[config.mk]
export PLATFORM = sky130hd
export DESIGN_NAME = pad_alsaqr_bank_ctrl
export DESIGN_NICKNAME = d
export VERILOG_FILES = /design/src/rtl/pad_alsaqr_bank_ctrl.sv
export SDC_FILE = /design/constraint.sdc
export NUM_CORES = 1
export LEC_CHECK = 0
export CAP_MARGIN = 20
export CELL_PAD_IN_SITES_DETAIL_PLACEMENT = 1
export CELL_PAD_IN_SITES_GLOBAL_PLACEMENT = 1
export CORE_UTILIZATION = 37
export CTS_BUF_LIST = sky130_fd_sc_hd__clkbuf_2
export DETAILED_ROUTE_END_ITERATION = 10
export PLACE_DENSITY_LB_ADDON = 0.1
export SYNTH_ARGS = -nofsm -noshare
export SYNTH_HDL_FRONTEND = slang
export SYNTH_SLANG_ARGS = --single-unit
[constraint.sdc]
create_clock -name clk_i -period 2.9 [get_ports clk_i]
set_input_delay 0.58 -clock clk_i [delete_from_list [all_inputs] [get_ports clk_i]]
set_output_delay 0.58 -clock clk_i [all_outputs]
set_load 0.02 [all_outputs]
[src/rtl/pad_alsaqr_bank_ctrl.sv]
// Pad-bank controller: per-pad config registers loaded over valid/ready, break-before-make
// direction turnaround, and a synchronised, optionally debounced input path.
module pad_alsaqr_bank_ctrl #(
  parameter int NUM_PADS    = 32,
  parameter int TURN_CYC    = 2,
  parameter int SYNC_STAGES = 2,
  parameter int DEB_CYC     = 8,
  parameter int IDX_W       = (NUM_PADS > 1) ? $clog2(NUM_PADS) : 1
) (
  input  logic                  clk_i,
  input  logic                  rst_ni,
  input  logic                  cfg_valid_i,
  output logic                  cfg_ready_o,
  input  logic [IDX_W-1:0]      cfg_idx_i,
  input  logic                  cfg_oe_i,
  input  logic [1:0]            cfg_drv_i,
  input  logic                  cfg_puen_i,
  input  logic                  cfg_smt_i,
  output logic                  cfg_err_o,
  input  logic [NUM_PADS-1:0]   out_i,
  output logic [NUM_PADS-1:0]   in_o,
  output logic [NUM_PADS-1:0]   pad_oen_o,
  output logic [NUM_PADS-1:0]   pad_i_o,
  input  logic [NUM_PADS-1:0]   pad_o_i,
  output logic [2*NUM_PADS-1:0] pad_drv_o,
  output logic [NUM_PADS-1:0]   pad_puen_o,
  output logic [NUM_PADS-1:0]   pad_smt_o
);
  localparam int CNT_W = $clog2(TURN_CYC + 1);
  localparam int DEB_W = $clog2(DEB_CYC + 1);

  typedef enum logic {IDLE, TURN} state_e;

  state_e                state_q;
  logic [CNT_W-1:0]      cnt_q;
  logic [IDX_W-1:0]      tidx_q;
  logic                  toe_q;
  logic                  err_q;
  logic [NUM_PADS-1:0]   oen_q, puen_q, smt_q, pi_q, in_q, in_d;
  logic [2*NUM_PADS-1:0] drv_q;
  logic [NUM_PADS-1:0]   sync_q [SYNC_STAGES];
  logic [DEB_W-1:0]      deb_q  [NUM_PADS];
  logic [DEB_W-1:0]      deb_d  [NUM_PADS];
  logic [NUM_PADS-1:0]   s;

  logic accept, idx_ok, cur_out;

  assign accept = cfg_valid_i & (state_q == IDLE);
  assign idx_ok = (int'(cfg_idx_i) < NUM_PADS);

  always_comb begin
    cur_out = 1'b0;
    for (int p = 0; p < NUM_PADS; p++)
      if (int'(cfg_idx_i) == p) cur_out = ~oen_q[p];
  end

  // Config FSM: OEN is held high for TURN_CYC edges whenever a pad changes direction
  always_ff @(posedge clk_i) begin
    if (!rst_ni) begin
      state_q <= IDLE;
      cnt_q   <= '0;
      tidx_q  <= '0;
      toe_q   <= 1'b0;
      err_q   <= 1'b0;
      oen_q   <= '1;
      drv_q   <= '0;
      puen_q  <= '0;
      smt_q   <= '0;
    end else begin
      err_q <= accept & ~idx_ok;
      case (state_q)
        IDLE: begin
          if (accept && idx_ok) begin
            for (int p = 0; p < NUM_PADS; p++) begin
              if (int'(cfg_idx_i) == p) begin
                drv_q[2*p +: 2] <= cfg_drv_i;
                puen_q[p]       <= cfg_puen_i;
                smt_q[p]        <= cfg_smt_i;
                oen_q[p]        <= (cfg_oe_i == cur_out) ? ~cfg_oe_i : 1'b1;
              end
            end
            if (cfg_oe_i != cur_out) begin
              state_q <= TURN;
              cnt_q   <= CNT_W'(TURN_CYC);
              tidx_q  <= cfg_idx_i;
              toe_q   <= cfg_oe_i;
            end
          end
        end
        TURN: begin
          cnt_q <= cnt_q - 1'b1;
          if (cnt_q == CNT_W'(1)) begin
            for (int p = 0; p < NUM_PADS; p++)
              if (int'(tidx_q) == p) oen_q[p] <= ~toe_q;
            state_q <= IDLE;
          end
        end
        default: state_q <= IDLE;
      endcase
    end
  end

  // Input synchroniser
  always_ff @(posedge clk_i) begin
    if (!rst_ni) begin
      for (int i = 0; i < SYNC_STAGES; i++) sync_q[i] <= '0;
    end else begin
      sync_q[0] <= pad_o_i;
      for (int i = 1; i < SYNC_STAGES; i++) sync_q[i] <= sync_q[i-1];
    end
  end

  assign s = sync_q[SYNC_STAGES-1];

  // Debounce: a pad in turnaround is frozen with its run counter cleared
  always_comb begin
    in_d = in_q;
    for (int p = 0; p < NUM_PADS; p++) begin
      deb_d[p] = '0;
      if (!(state_q == TURN && int'(tidx_q) == p)) begin
        if (!smt_q[p]) begin
          in_d[p] = s[p];
        end else if (s[p] != in_q[p]) begin
          if (deb_q[p] == DEB_W'(DEB_CYC - 1)) in_d[p] = s[p];
          else deb_d[p] = deb_q[p] + 1'b1;
        end
      end
    end
  end

  always_ff @(posedge clk_i) begin
    if (!rst_ni) begin
      in_q <= '0;
      pi_q <= '0;
      for (int p = 0; p < NUM_PADS; p++) deb_q[p] <= '0;
    end else begin
      in_q <= in_d;
      pi_q <= out_i;
      for (int p = 0; p < NUM_PADS; p++) deb_q[p] <= deb_d[p];
    end
  end

  assign cfg_ready_o = (state_q == IDLE);
  assign cfg_err_o   = err_q;
  assign in_o        = in_q;
  assign pad_oen_o   = oen_q;
  assign pad_i_o     = pi_q;
  assign pad_drv_o   = drv_q;
  assign pad_puen_o  = puen_q;
  assign pad_smt_o   = smt_q;

endmodule

==> results.yml, run 1 <==
worst_setup_path:
  slowest_delay_ns: 0.64
  path_max_fanout: 3
  path_buf_inv: 1
  critPathKind: "reg2out"
  cp_top_family: "buffers and inverters"
  crit_slowest_cell: "clkdlybuf4s50_1"
  rrSetupSlack_ns: 0.41
  cp.required_ns: 2.32
  crit_arrival_ns: 2.13
  path_cells: "clkdlybuf4s50_1"
  startpoint_type: "flip-flop"
  worstSetupEndpointType: "output pin"
grt:
  grt_max_degree: 83
  grt_overflow_total: 0
  antenna_found_initial: 4
  grt_use_total: 0.238
  grt_pass1_vias: 15600
  grt_pass1_wl_um: 86700
floorplanning:
  fp.dieArea_sq_mm: 0.0466
  boundaryPins: 303
  start_util: 0.379
  core_area_sq_mm: 0.0446
  die_h_um: 216
  fp-row-count: 77
  die_x_um: 216
drt:
  wl_um: 55000
  ant_nets: 0
  dr.first_iter.drc_count: 579
  vias: 14900
  routedWlPerCell_um: 18.2
  drcViolationCount: 0
  dr.pass1.iters: 5
  viasPerCell: 4.93
timing:
  max-slew-margin-rel: 0.426
  fin_worst_skew_ns: 0.0770
  hold_viol: 0
  setup_tns_ns: 0
  period_share: 0.934
  post-route-min-period_ns: 2.71
  worstMarginPinSlew_ns: 0.860
  clock.fmax_ghz: 0.369
  rsz0062_at_grt: "false"
  setup_ws_ns: 0.190
  setup_viol_count_final: 0
  maxSlewViolCount: 0
synthesis:
  synth_top_area_share: 0.503
  syn_inst: 1901
  yosysTopAreaCell: "dfxtp_1"
  avgSynthCellArea_sq_um: 8.90
  ys_types: 52
  synth_edf_count: 0
  ys.warnings.count: 0
  synth_fp_nets: 2012
  ys_async_sr_fraction: 0
  synthTopCellsByArea: "dfxtp_1 (50%), a21boi_0 (5.8%), nand2_1 (5.5%)"
  synth-main-ff-cell: "dfxtp_1"
  ys_ff_latch: 425
  ys_seq_area_frac: 0.503
  synth_area_sq_mm: 0.0169
power:
  leakage_nw: 8.68
  total_power_mw: 11.2
  vdd_drop_max_uv: 374
  p_per_area_mw_per_mm2: 500
clock_network:
  clk_pin_slew_ns: 0.10
  clkSinkCount: 425
  insertion_delay_ns: 1.10
  clock_path_buffers: 3
  cts-root-buf: "clkbuf_2"
  cts_tree: "built"
  h-tree-depth: 3
  post_cts_buffers: 0
  cts_buffers: 114
placed_design:
  dpl_worst_slack_ns: -0.575
  dp_hpwl_um: 39100
  gp_congestion: 0.843
  io_buffer_count: 301
cells_and_area:
  final_common_cell: "dfxtp_1"
  final_cell_mix: "dfxtp_1 (417), nand2_1 (249), clkdlybuf4s50_1 (237)"
  nFillCells: 5228
  drive_gt1_frac: 0.114
  nets: 2455
  area_delta_synth_final_pct: 32.6
run:
  drv_cap: 0
hold_path:
  hold_class: "in2reg"
outcome:
  status: "complete, no violations"
[what timing repair did]
| item | in CTS | in global routing |
|---|---|---|
| setup endpoints to repair | 65 | 3 |
| hold endpoints to repair | 146 | 0 |
| gates resized for setup | 69 | 3 |
| hold buffers | 66 | 0 |
[sequential cells by signal, indices dropped and copies added (netlist names)]
signal and count:
deb_q 128, pad_drv_o 64, sync_q 64, in_o 32
pad_i_o 32, pad_oen_o 32, pad_puen_o 32, pad_smt_o 32
tidx_q 5, cnt_q 2, state_q 1, toe_q 1
[cell families (layout without fill, tap and decap cells)]
| family | Yosys count | after routing | synth area share |
|---|---|---|---|
| simple gates | 858 | 858 | 0.237 |
| buf+inv | 145 | 665 | 0.0366 |
| xor+xnor | 96 | 96 | 0.0497 |
| other cells | 1 | 4 | 0.000222 |
| mux | 76 | 76 | 0.0451 |
| fa+ha+maj | 34 | 34 | 0.0252 |
| compound gates | 266 | 266 | 0.103 |
| flops | 425 | 425 | 0.503 |
[where the power goes]
part           total [mW]  internal (mW)  switching, mW
sequential           6.02           5.94         0.0866
clock                4.22           1.74           2.48
combinational       0.981          0.460          0.521
[synthesized netlist by cell type (13+ instances only)]
cell and count:
a21oi_1 13, nor2_1 230, buf_2 18, o21ai_1 14
inv_1 37, clkbuf_1 80, dfxtp_1 425, ha_1 34
mux2i_1 74, nand3_1 174, xnor2_1 32, o21ai_0 86
a21boi_0 131, and2_1 100, nand3b_1 16, xor2_1 64
nand2_1 249, nor2b_1 46
[stage by stage]
stage	utilization	instances	instance area (sq um)	hold WS [ns]
2_1_floorplan	-	1901	16900	0.412
3_3_place_gp	0.467	2754	20800	0.415
3_5_place_dp	0.467	2754	20800	0.420
4_1_cts	0.503	3013	22400	0.155
5_1_grt	0.503	3015	22400	0.242
6_report	0.503	3016	22400	0.311
[worst paths after layout]
kind	from	to	cells after the start
worst max register to register	pad_oen_o[25]$_SDFFE_PN1P_	state_q$_SDFF_PN0_	9
worst min-delay path	cfg_idx_i[4]	tidx_q[4]$_SDFFE_PN0P_	4
worst min register to register	sync_q[0][31]$_SDFF_PN0_	sync_q[0][63]$_SDFF_PN0_	1
worst max-delay path	pad_smt_o[0]$_SDFFE_PN0P_	pad_smt_o[0]	1
[routing by layer]
metal	vias up	routed length, um	track usage	part of all wire
li1	7234	-	-	-
met1	7195	25000	0.301	0.45
met2	348	25900	0.391	0.47
met3	83	3030	0.0592	0.055
met4	0	1120	0.0853	0.020
met5	-	0	0	0
[final cells by class]
class	instances	area (sq um)	area share
Sequential cell	425	8520	0.380
Multi-Input combinational cell	1331	7790	0.348
Antenna cell	3	7.51	0.000335
Clock inverter	19	128	0.00569
Clock buffer	174	871	0.0388
Inverter	37	139	0.00619
Tap cell	592	741	0.0330
Timing Repair Buffer	435	4230	0.189
(Power assumes the default switching activity.)
==> run 2: changes to the inputs <==
Settings changed: SKIP_CTS_REPAIR_TIMING set to 1.
==> run 2 against run 1 <==
Compared with the run above: global-route usage decreased by 0.80 points; register-to-register slack about the same; combinational power decreased by 2%; via count shrank 0.81%; clock power about the same; critical path depth unchanged; worst setup slack got worse by 0.093 ns; design area barely moved; utilization about the same; final cell count decreased by 0.66%.
==> results.yml, run 2 (synthesized netlist as in run 1, its figures left out) <==
cells_and_area:
  final_common_cell: "dfxtp_1"
  final_cell_mix: "dfxtp_1 (416), clkdlybuf4s50_1 (257), nand2_1 (249)"
  largest_register_ffs: 128
  nFillCells: 5211
  regMostFlops: "deb_q"
  area_delta_synth_final_pct: 32.5
  nets: 2436
  drive_gt1_frac: 0.115
drt:
  viasPerCell: 4.92
  wl_um: 54400
  routed.top_layer: "met5"
  routedWlPerCell_um: 18.2
  dr.first_iter.drc_count: 572
  dr_wl_met3_um: 3050
  vias: 14700
  dr.pass1.iters: 5
  drcViolationCount: 0
  ant_nets: 0
  wl_met1_um: 24800
  wl_met2_um: 25400
grt:
  antenna_found_initial: 5
  grt_max_degree: 83
  grt_pass1_wl_um: 83900
  grt_use_total: 0.230
  grt_overflow_total: 0
  grt_pass1_vias: 15200
worst_setup_path:
  crit_slowest_cell: "clkdlybuf4s50_1"
  path_cells: "clkdlybuf4s50_1"
  worstSetupEndpointType: "output pin"
  path_buf_inv: 1
  path_max_fanout: 3
  startpoint_type: "flip-flop"
  crit_arrival_ns: 2.22
  cp.required_ns: 2.32
  slowest_delay_ns: 0.72
  critPathKind: "reg2out"
  cp_top_family: "buffers and inverters"
placed_design:
  gp_congestion: 0.843
  dp_hpwl_um: 39100
  io_buffer_count: 301
  dpl_worst_slack_ns: -0.575
power:
  leakage_nw: 8.86
  vdd_drop_max_uv: 281
  total_power_mw: 11.2
  p_per_area_mw_per_mm2: 500
floorplanning:
  die_h_um: 216
  die_x_um: 216
  boundaryPins: 303
  start_util: 0.379
  fp.dieArea_sq_mm: 0.0466
  core_area_sq_mm: 0.0446
  fp-row-count: 77
clock_network:
  cts_buffers: 114
  cts_tree: "built"
  clock_path_buffers: 3
  h-tree-depth: 3
  insertion_delay_ns: 1.11
  clkSinkCount: 425
  cts-root-buf: "clkbuf_2"
  clk_pin_slew_ns: 0.08
timing:
  clock.fmax_ghz: 0.357
  setup_ws_ns: 0.0969
  maxSlewViolCount: 0
  fin_worst_skew_ns: 0.0833
  worstMarginPinSlew_ns: 0.863
  hold_viol: 0
  max-slew-margin-rel: 0.424
  setup_viol_count_final: 0
  period_share: 0.967
  post-route-min-period_ns: 2.80
hold_path:
  hold_class: "in2reg"
run:
  drv_cap: 0
outcome:
  status: "complete, no violations"
[run 2: cell types whose count changed in the layout (fill, tap and decap cells not counted)]
cell             delta
dlygate4sd2_1      -61
dlymetal6s2s_1     +41
clkdlybuf4s50_1    +20
dlygate4sd3_1      -19
dfxtp_2             +2
dfxtp_1             -1
dfxtp_4             -1
diode_2             -1
[run 2: cell type report]
type	count	area (sq um)	share of cell area
Multi-Input combinational cell	1331	7790	0.348
Antenna cell	2	5.00	0.000223
Inverter	37	139	0.00620
Tap cell	592	741	0.0330
Timing Repair Buffer	416	4220	0.188
Sequential cell	425	8520	0.380
Clock buffer	174	871	0.0389
Clock inverter	19	128	0.00569
[run 2: metrics by stage]
stage | area, sq um | util | hold WS, ns | TNS [ns] | cells
4_1_cts | 21800 | 0.489 | -0.221 | -4.96 | 2947
6_report | 22400 | 0.503 | 0.0755 | 0 | 2996
3_5_place_dp | 20800 | 0.467 | 0.420 | -17.90 | 2754
3_3_place_gp | 20800 | 0.467 | 0.415 | -15.12 | 2754
5_1_grt | 22400 | 0.503 | -0.0131 | -0.00734 | 2996
2_1_floorplan | 16900 | - | 0.412 | 0 | 1901
[run 2: per-layer routing]
metal / track usage / vias to the layer above
met1: 0.294 / 7132
li1: - / 7190
met4: 0.0830 / 4
met3: 0.0592 / 82
met5: 0 / -
met2: 0.373 / 331
[run 2: path summary, 6_finish.rpt]
kind | start | end | depth (start not counted) | slack (ns)
worst max-delay path | pad_oen_o[10]$_SDFFE_PN1P_ | pad_oen_o[10] | 1 | 0.1
worst min-delay path | pad_o_i[14] | sync_q[0][14]$_SDFF_PN0_ | 2 | 0.08
worst max register to register | pad_oen_o[25]$_SDFFE_PN1P_ | state_q$_SDFF_PN0_ | 9 | 0.41
worst min register to register | sync_q[0][31]$_SDFF_PN0_ | sync_q[0][63]$_SDFF_PN0_ | 1 | 0.40
[run 2: power breakdown]
part | switching (mW) | total [mW] | internal [mW] | leakage (nW)
registers | 0.0863 | 6.02 | 5.94 | 3.46
clock network | 2.48 | 4.22 | 1.74 | 0.782
logic | 0.513 | 0.962 | 0.448 | 4.62
